**src/rtl/fixed_point_pkg.sv**
```systemverilog
// Shared widths, clamp limits and FSM encoding for the fixed-point accumulator.
package fixed_point_pkg;

    // Total word width of a Qm.n number (sign bit is part of the integer part).
    function automatic int unsigned number_width(input int unsigned int_bits,
                                                 input int unsigned frac_bits);
        return int_bits + frac_bits;
    endfunction

    // Largest representable two's-complement value of the given width.
    function automatic longint max_pos(input int unsigned width);
        return (longint'(1) <<< (width - 1)) - longint'(1);
    endfunction

    // Most negative representable two's-complement value of the given width.
    function automatic longint min_neg(input int unsigned width);
        return -(longint'(1) <<< (width - 1));
    endfunction

    typedef enum logic {
        ACCUM = 1'b0,
        HOLD  = 1'b1
    } state_e;

endpackage

```
**src/rtl/fixed_point_add_sub_sat.sv**
```systemverilog
// Combinational saturating signed add/subtract: result = sat(a +/- b).
module fixed_point_add_sub_sat
    import fixed_point_pkg::*;
#(
    parameter int unsigned WIDTH = 16
) (
    input  logic signed [WIDTH-1:0] a,
    input  logic signed [WIDTH-1:0] b,
    input  logic                    sub,
    output logic signed [WIDTH-1:0] result,
    output logic                    saturated
);

    localparam logic signed [WIDTH-1:0] MaxPos = WIDTH'(max_pos(WIDTH));
    localparam logic signed [WIDTH-1:0] MinNeg = WIDTH'(min_neg(WIDTH));

    logic signed [WIDTH:0] a_ext;
    logic signed [WIDTH:0] b_ext;
    logic signed [WIDTH:0] b_term;
    logic signed [WIDTH:0] sum;

    // One guard bit is enough: negating MIN_NEG and the extreme sums all fit in WIDTH+1 bits.
    always_comb begin
        a_ext     = {a[WIDTH-1], a};
        b_ext     = {b[WIDTH-1], b};
        b_term    = sub ? -b_ext : b_ext;
        sum       = a_ext + b_term;
        saturated = (sum[WIDTH] != sum[WIDTH-1]);
        if (saturated) begin
            result = sum[WIDTH] ? MinNeg : MaxPos;
        end else begin
            result = sum[WIDTH-1:0];
        end
    end

endmodule

```
**src/rtl/fixed_point_accumulator.sv**
```systemverilog
// Framed saturating Qm.n accumulator with valid/ready on input and a held frame result.
module fixed_point_accumulator
    import fixed_point_pkg::*;
#(
    parameter int unsigned INTEGER_PART_WIDTH    = 8,
    parameter int unsigned FRACTIONAL_PART_WIDTH = 8,
    parameter int unsigned COUNT_WIDTH           = 8
) (
    input  logic                                                clk,
    input  logic                                                rst_n,
    input  logic                                                in_valid,
    output logic                                                in_ready,
    input  logic [INTEGER_PART_WIDTH+FRACTIONAL_PART_WIDTH-1:0] in_data,
    input  logic                                                in_sub,
    input  logic                                                in_first,
    input  logic                                                in_last,
    output logic                                                out_valid,
    input  logic                                                out_ready,
    output logic [INTEGER_PART_WIDTH+FRACTIONAL_PART_WIDTH-1:0] out_data,
    output logic [COUNT_WIDTH-1:0]                              out_count,
    output logic                                                out_saturated
);

    localparam int unsigned NUMBER_WIDTH =
        number_width(INTEGER_PART_WIDTH, FRACTIONAL_PART_WIDTH);
    localparam logic [COUNT_WIDTH-1:0] CountMax = '1;

    state_e                  state_q, state_d;
    logic [NUMBER_WIDTH-1:0] acc_q, acc_d;
    logic [COUNT_WIDTH-1:0]  count_q, count_d;
    logic                    sat_q, sat_d;
    logic [NUMBER_WIDTH-1:0] out_data_q, out_data_d;
    logic [COUNT_WIDTH-1:0]  out_count_q, out_count_d;
    logic                    out_sat_q, out_sat_d;

    logic                    beat;
    logic [NUMBER_WIDTH-1:0] base;
    logic [NUMBER_WIDTH-1:0] beat_sum;
    logic                    beat_sat;
    logic [COUNT_WIDTH-1:0]  count_base;
    logic [COUNT_WIDTH-1:0]  count_inc;
    logic                    sat_inc;

    // A first beat starts from zero so any partial frame is dropped.
    always_comb begin
        beat       = in_valid && in_ready;
        base       = in_first ? '0 : acc_q;
        count_base = in_first ? '0 : count_q;
        count_inc  = (count_base == CountMax) ? count_base : count_base + 1'b1;
        sat_inc    = (in_first ? 1'b0 : sat_q) | beat_sat;
    end

    fixed_point_add_sub_sat #(
        .WIDTH(NUMBER_WIDTH)
    ) u_add_sub_sat (
        .a        (base),
        .b        (in_data),
        .sub      (in_sub),
        .result   (beat_sum),
        .saturated(beat_sat)
    );

    // State register, async clear to the idle accumulate state.
    always_ff @(posedge clk or negedge rst_n) begin
        if (!rst_n) begin
            state_q     <= ACCUM;
            acc_q       <= '0;
            count_q     <= '0;
            sat_q       <= 1'b0;
            out_data_q  <= '0;
            out_count_q <= '0;
            out_sat_q   <= 1'b0;
        end else begin
            state_q     <= state_d;
            acc_q       <= acc_d;
            count_q     <= count_d;
            sat_q       <= sat_d;
            out_data_q  <= out_data_d;
            out_count_q <= out_count_d;
            out_sat_q   <= out_sat_d;
        end
    end

    // Next-state: accumulate accepted beats, latch the result on the last one, clear on handoff.
    always_comb begin
        state_d     = state_q;
        acc_d       = acc_q;
        count_d     = count_q;
        sat_d       = sat_q;
        out_data_d  = out_data_q;
        out_count_d = out_count_q;
        out_sat_d   = out_sat_q;
        unique case (state_q)
            ACCUM: begin
                if (beat) begin
                    acc_d   = beat_sum;
                    count_d = count_inc;
                    sat_d   = sat_inc;
                    if (in_last) begin
                        state_d     = HOLD;
                        out_data_d  = beat_sum;
                        out_count_d = count_inc;
                        out_sat_d   = sat_inc;
                    end
                end
            end
            HOLD: begin
                if (out_ready) begin
                    state_d = ACCUM;
                    acc_d   = '0;
                    count_d = '0;
                    sat_d   = 1'b0;
                end
            end
            default: state_d = ACCUM;
        endcase
    end

    // Outputs: handshake flags decode from state, data comes straight from the result registers.
    always_comb begin
        in_ready      = (state_q == ACCUM);
        out_valid     = (state_q == HOLD);
        out_data      = out_data_q;
        out_count     = out_count_q;
        out_saturated = out_sat_q;
    end

endmodule
```
**config.mk**
```make
export PLATFORM = sky130hd
export DESIGN_NAME = fixed_point_accumulator
export DESIGN_NICKNAME = d
export VERILOG_FILES = /design/src/rtl/fixed_point_pkg.sv /design/src/rtl/fixed_point_add_sub_sat.sv /design/src/rtl/fixed_point_accumulator.sv
export SDC_FILE = /design/constraint.sdc
export NUM_CORES = 1
export LEC_CHECK = 0
export BUFFER_PORTS_ARGS = -buffer_cell sky130_fd_sc_hd__buf_2
export CAP_MARGIN = 10
export CORE_ASPECT_RATIO = 1.1
export CORE_MARGIN = 4
export CORE_UTILIZATION = 25
export DETAILED_ROUTE_END_ITERATION = 10
export GPL_TIMING_DRIVEN = 0
export HOLD_SLACK_MARGIN = 0.12
export PLACE_DENSITY = 0.4
export SLEW_MARGIN = 20
export SYNTH_ARGS = -nofsm -noshare
export SYNTH_HDL_FRONTEND = slang
export SYNTH_SLANG_ARGS = --single-unit
```
**constraint.sdc**
```tcl
create_clock -name clk -period 7.3 [get_ports clk]
set_input_delay 1.095 -clock clk [delete_from_list [all_inputs] [get_ports clk]]
set_output_delay 1.095 -clock clk [all_outputs]
set_load 0.005 [all_outputs]
```
; Yosys cells after proc, flatten, opt, wreduce, memory -nomap -nowiden
; Index checks and enable logic that the tools add are counted.
[word_totals]
romBits = 0
ram_bits = 0
elab_cells = 39
n_memories = 0
output_inout_bits = 27
register_bits = 51
latchBits = 0
inputBits = 23
[op_classes]
div_mod_pow = 0
n_mul = 0
n_eq_ne = 4
order_cmp = 0
bitwise = 2
addsub = 3
n_shift = 0
n_mux = 20
n_reduce_logical = 3
[op_table]
columns = cell, n
row1 = $mux 16, 5
row2 = $mux 8, 4
row3 = $pmux 16 s2, 1
row4 = $add 16x17->17, 1
row5 = $mux 17, 1
row6 = $neg 16->17, 1
row7 = $pmux 8 s2, 1
row8 = $add 8x1->8 const B, 1
row9 = $eq 8x8->1 const B, 1
row10 = $mux 1, 6
row11 = $pmux 1 s2, 2
row12 = $reduce_and 3->1, 1
row13 = $ne 2x1->1 const B, 1
row14 = $ne 2x2->1 const B, 1
row15 = $reduce_and 2->1, 1
row16 = $logic_and 1x1->1, 1
row17 = $ne 1x1->1, 1
row18 = $not 1->1, 1
row19 = $or 1x1->1, 1

; Depth between registers and ports, before layout
[depth]
word_depth = 7
mapped_depth = 15
depth_no_buf = 13

; Hierarchy
; A second synthesis with hierarchy kept.
[unflattened]
hier_cells = 370
hier_area_um2 = 3513.4
[modules_own_cells]
columns = module, cells_each, area_each_um2, n_inst, seq_area_each_um2
row1 = fixed_point_accumulator, 190, 2242.2, 1, 1276.2
row2 = fixed_point_add_sub_sat, 180, 1271.2, 1, 0.0

; Least setup slack after synthesis
; OpenSTA, ideal clock, no wires.
[synth_path]
path_kind = input -> register
start = input in_data[4]
end = register out_sat_q (netlist: out_saturated)
cell_stages = 14
t_arrival_ns = 4.367
path_buffers = 1
setup_time_ns = 0.129
setup_slack_ns = 2.804
required_ns = 7.171
cell_sequence = or4_4 nor3_4 nand2_1 o41ai_1 xnor2_1 ha_1 o21ai_0 o21ai_0 o21ba_2 a211o_1 nor2_1 buf_4 xor2_1 a31oi_1
[synth_between]
elab_chain_cells = 5
[synth_lines]
columns = item, line
row1 = from (decl), fixed_point_accumulator.sv:13  ; input logic [INTEGER_PART_WIDTH+FRACTIONAL_PART_WIDTH-1:0] in_data,
row2 = $neg 16->17, fixed_point_add_sub_sat.sv:26  ; b_term = sub ? -b_ext : b_ext;
row3 = $mux 17 *, fixed_point_add_sub_sat.sv:26
row4 = $add 16x17->17 *, fixed_point_add_sub_sat.sv:27  ; sum = a_ext + b_term;
row5 = $ne 1x1->1 *, fixed_point_add_sub_sat.sv:28  ; saturated = (sum[WIDTH] != sum[WIDTH-1]);
row6 = $or 1x1->1 *, fixed_point_accumulator.sv:50  ; sat_inc = (in_first ? 1'b0 : sat_q) | beat_sat;
row7 = to (signal assigned), fixed_point_accumulator.sv:80  ; out_sat_q <= out_sat_d;
row8 = to (decl), fixed_point_accumulator.sv:34  ; logic out_sat_q, out_sat_d;
; Every way passes the cells marked *; elsewhere a longest branch is shown, timed or not.
; A chain may end at the register's enable or synchronous reset.

; Worst setup path after layout
[layout_path]
start = input in_data[4]
end = register acc_q[2]
[layout_between]
elab_chain_cells = 7
elab_cells_between_ends = 8
cone_classes = 2 x add/sub / 1 x eq/ne / 5 x mux
[layout_lines]
columns = item, line
row1 = $neg 16->17, fixed_point_add_sub_sat.sv:26
row2 = $mux 17 *, fixed_point_add_sub_sat.sv:26
row3 = $add 16x17->17 *, fixed_point_add_sub_sat.sv:27
row4 = $mux 16 / $ne 1x1->1 (equally long branches), "fixed_point_add_sub_sat.sv:30, fixed_point_add_sub_sat.sv:28"
row5 = $mux 16 *, fixed_point_add_sub_sat.sv:29  ; if (saturated) begin
row6 = $mux 16 *, fixed_point_accumulator.sv:95  ; if (beat) begin
row7 = $pmux 16 s2 *, fixed_point_accumulator.sv:93  ; unique case (state_q)
row8 = to (signal assigned), fixed_point_accumulator.sv:67  ; acc_q <= '0;
row9 = to (signal assigned), fixed_point_accumulator.sv:75  ; acc_q <= acc_d;
row10 = to (decl), fixed_point_accumulator.sv:29  ; logic [NUMBER_WIDTH-1:0] acc_q, acc_d;
; Every way passes the cells marked *; elsewhere a longest branch is shown, timed or not. The select of a mux whose other input is x is not followed.

==> impl_metrics.py <==
metrics = {
    "worst_hold_path": {
        "hold_path.class": "flop to flop",
        "min-delay-start": "out_count[0]$_DFFE_PN0P_",
    },
    "logic_synthesis": {
        "ys.flop_type": "dfrtp_1",
        "synth_top_area_share_pct": 36.1,
        "seq_area_frac_synth_pct": 36.1,
        "yosysTopAreaCell": "dfrtp_1",
        "ys_types": 54,
        "yosys_warnings": 0,
        "async_reset_ff_share_pct": 100,
        "synth_nets": 441,
        "netlist_area_sq_um": 3540,
        "synth_area_per_cell_sq_um": 8.87,
        "synth_seq_cells": 51,
        "synth-edff-count": 0,
        "yosys-top-cells-area": "dfrtp_1, nand2_1, ha_1",
        "syn_inst": 399,
    },
    "timing": {
        "rsz0062_at_grt": "false",
        "setup_viol": 0,
        "finClkSkew_ns": 0.00481,
        "fmax_ghz": 0.198,
        "drv_slew": 0,
        "slew_headroom_pct": 53.7,
        "fin_crit_sh_pct": 69.2,
        "worstMarginPinSlew_ns": 0.694,
        "hold_violations": 0,
        "fin_ws_ns": 2.25,
        "totalNegativeSetupSlack_ns": 0,
        "fin_crit_ns": 5.05,
    },
    "power_and_ir_drop": {
        "irDropWorstVdd_v": 0.0000888,
        "power_density_nw_per_um2": 325,
        "leakagePower_nw": 1.78,
    },
    "drt": {
        "drtIter0Drc": 148,
        "wirelength_microns": 9580,
        "ant_nets": 0,
        "vias": 2971,
        "drt-wirelength-per-cell_microns": 14.9,
        "vias_per_cell": 4.63,
        "drc_errors": 0,
        "firstDrtPassIters": 4,
    },
    "place": {
        "gp_congestion": 0.779,
        "place.port_buffers": 47,
        "dp_cells": 634,
        "pre_cts_ws_ns": 1.92,
        "dpl.hpwl_microns": 7460,
    },
    "setup_path": {
        "path_max_fanout": 10,
        "cp.arrival_ns": 5.21,
        "end_kind": "flop",
        "cp_data_required_time_ns": 7.46,
        "timing.rr.start": "acc_q[0]$_DFFE_PN0P_",
        "crit_path_start": "in_data[4]",
        "worst_setup_path_start_kind": "primary input",
        "criticalPathCategory": "primary input to flop",
    },
    "cts": {
        "cts_max_level": 2,
        "cts.clk_slew.worst_paths_ns": 0.07,
        "cts_buffers": 5,
        "clk_path_buf_depth": 2,
        "clk_latency_ns": 0.29,
        "hold_buffers": 0,
        "cts_setup_buffers": 0,
        "ctsResizeCount": 0,
        "cts_tree": "done",
        "cts-root-buf": "clkbuf_16",
        "clock_sinks": 51,
    },
    "grt": {
        "grt_pass1_wl_microns": 15600,
        "grt_max_degree": 52,
        "antenna_found_initial": 0,
        "grt-ovfl-total": 0,
        "track_usage_pct": 12.1,
        "grt_pass1_vias": 2916,
    },
    "die": {
        "die_y_microns": 133,
        "start_util_pct": 25.5,
        "dieWidth_microns": 121,
        "core_sq_um": 13900,
        "top_level_ports": 50,
        "rows": 45,
        "dieArea_sq_um": 16100,
    },
    "finish": {
        "synthToLayoutAreaGrowth_pct": 17.4,
        "fin_util_pct": 30.0,
        "drive_gt1_share_pct": 17.2,
        "layout_common_cells": "nand2_1, dfrtp_1, buf_2",
        "fin_nets": 495,
        "mostFrequentLayoutCell": "nand2_1",
        "antennaDiodeCount": 0,
        "fin_cells": 641,
    },
    "outcome": {
        "status": "completed",
    },
    "flow_run": {
        "cap_violations": 0,
    },
}
[report_power, final]
group / internal (mW) / total [mW] / switching [mW]
Sequential: 0.380 / 0.431 / 0.0512
Combinational: 0.296 / 0.682 / 0.386
Clock: 0.134 / 0.236 / 0.102
Total: 0.810 / 1.35 / 0.539
[routing by layer]
layer / vias to the layer above / wire length (microns) / global-route usage (%)
li1: 1530 / - / -
met1: 1365 / 4680 / 17.5
met2: 70 / 4370 / 19.0
met3: 6 / 406 / 1.54
met4: 0 / 119 / 3.36
met5: - / 0 / 0
[logic make-up after synthesis]
group                    after synthesis  synth area share (%)
flip-flops                            51                  36.1
XOR/XNOR                              34                  8.84
multiplexers                           3                 0.884
adder cells (fa/ha/maj)               34                  11.4
AND/OR/NAND/NOR                      129                  18.1
buffers and inverters                 28                  3.32
AO/OA/AOI/OAI                        120                  21.4
[cell usage after synthesis (2+ instances only)]
| master | count |
|---|---|
| ha_1 | 18 |
| o31ai_1 | 6 |
| nor3_1 | 6 |
| clkbuf_1 | 16 |
| xor2_1 | 10 |
| o21a_1 | 4 |
| maj3_1 | 8 |
| nand2b_1 | 4 |
| nand2_1 | 63 |
| o21ai_1 | 14 |
| inv_1 | 8 |
| xnor2_2 | 2 |
| or3_1 | 3 |
| dfrtp_1 | 51 |
| a32o_1 | 2 |
| nor2_1 | 14 |
| nand4_1 | 4 |
| a31oi_1 | 2 |
| maj3_2 | 7 |
| a211o_1 | 2 |
| o21bai_1 | 2 |
| nor2b_1 | 21 |
| a21o_1 | 5 |
| o41ai_1 | 3 |
| o211ai_1 | 5 |
| and3_1 | 2 |
| a21oi_1 | 16 |
| xnor2_1 | 22 |
| a211oi_1 | 5 |
| o21ba_2 | 2 |
| mux2i_1 | 2 |
| nand3_1 | 5 |
| or4_4 | 2 |
| o21ai_0 | 43 |
[stage by stage]
| step | hold WS, ns | power [mW] | instance area (sq um) |
|---|---|---|---|
| 5_1_grt | 0.495 | 1.47 | 4160 |
| 2_1_floorplan | 0.442 | 0.910 | 3540 |
| 3_3_place_gp | 0.457 | 1.12 | 4010 |
| 3_5_place_dp | 0.462 | 1.13 | 4010 |
| 4_1_cts | 0.477 | 1.37 | 4160 |
| 6_report | 0.469 | 1.35 | 4160 |
[final cells by class]
type                            instances  area, sq um
Buffer                                 20         87.6
Clock buffer                            6          139
Clock inverter                          1         5.00
Fill cell                            1532         9700
Inverter                                8         30.0
Multi-Input combinational cell        320         2140
Sequential cell                        51         1280
Tap cell                              188          235
Timing Repair Buffer                   47          238
[worst paths after layout]
| check | endpoint | slack [ns] | depth (start not counted) |
|---|---|---|---|
| min in group asynchronous | out_data[3]$_DFFE_PN0P_ | 0.85 | 1 |
| min reg2reg | out_count[0]$_DFFE_PN0P_ | 0.47 | 2 |
| max reg2reg | out_saturated$_DFFE_PN0P_ | 3.88 | 11 |
| max | acc_q[2]$_DFFE_PN0P_ | 2.25 | 16 |
| min | out_count[0]$_DFFE_PN0P_ | 0.47 | 2 |
| max in group asynchronous | out_count[0]$_DFFE_PN0P_ | 5.98 | 1 |
[critical path, stage by stage]
cell      delay, ns
buf_2          0.12
or4_4          0.56
nor3_4         0.19
nand2_1        0.15
o31ai_1        0.26
xnor2_1        0.14
ha_1           0.28
clkbuf_1       0.27
nand2_1        0.07
o21ai_0        0.51
nor2_1         0.11
a211o_1        0.31
nor2_1         0.50
buf_4          0.31
maj3_1         0.23
o21ai_0        0.09
[state kept, by name, summed over array words and instances, names as in the netlist]
| register | cells |
|---|---|
| out_valid | 1 |
| out_saturated | 1 |
| out_count | 8 |
| sat_q | 1 |
| out_data | 16 |
| count_q | 8 |
| acc_q | 16 |
Power figures use the tool's default switching activity.
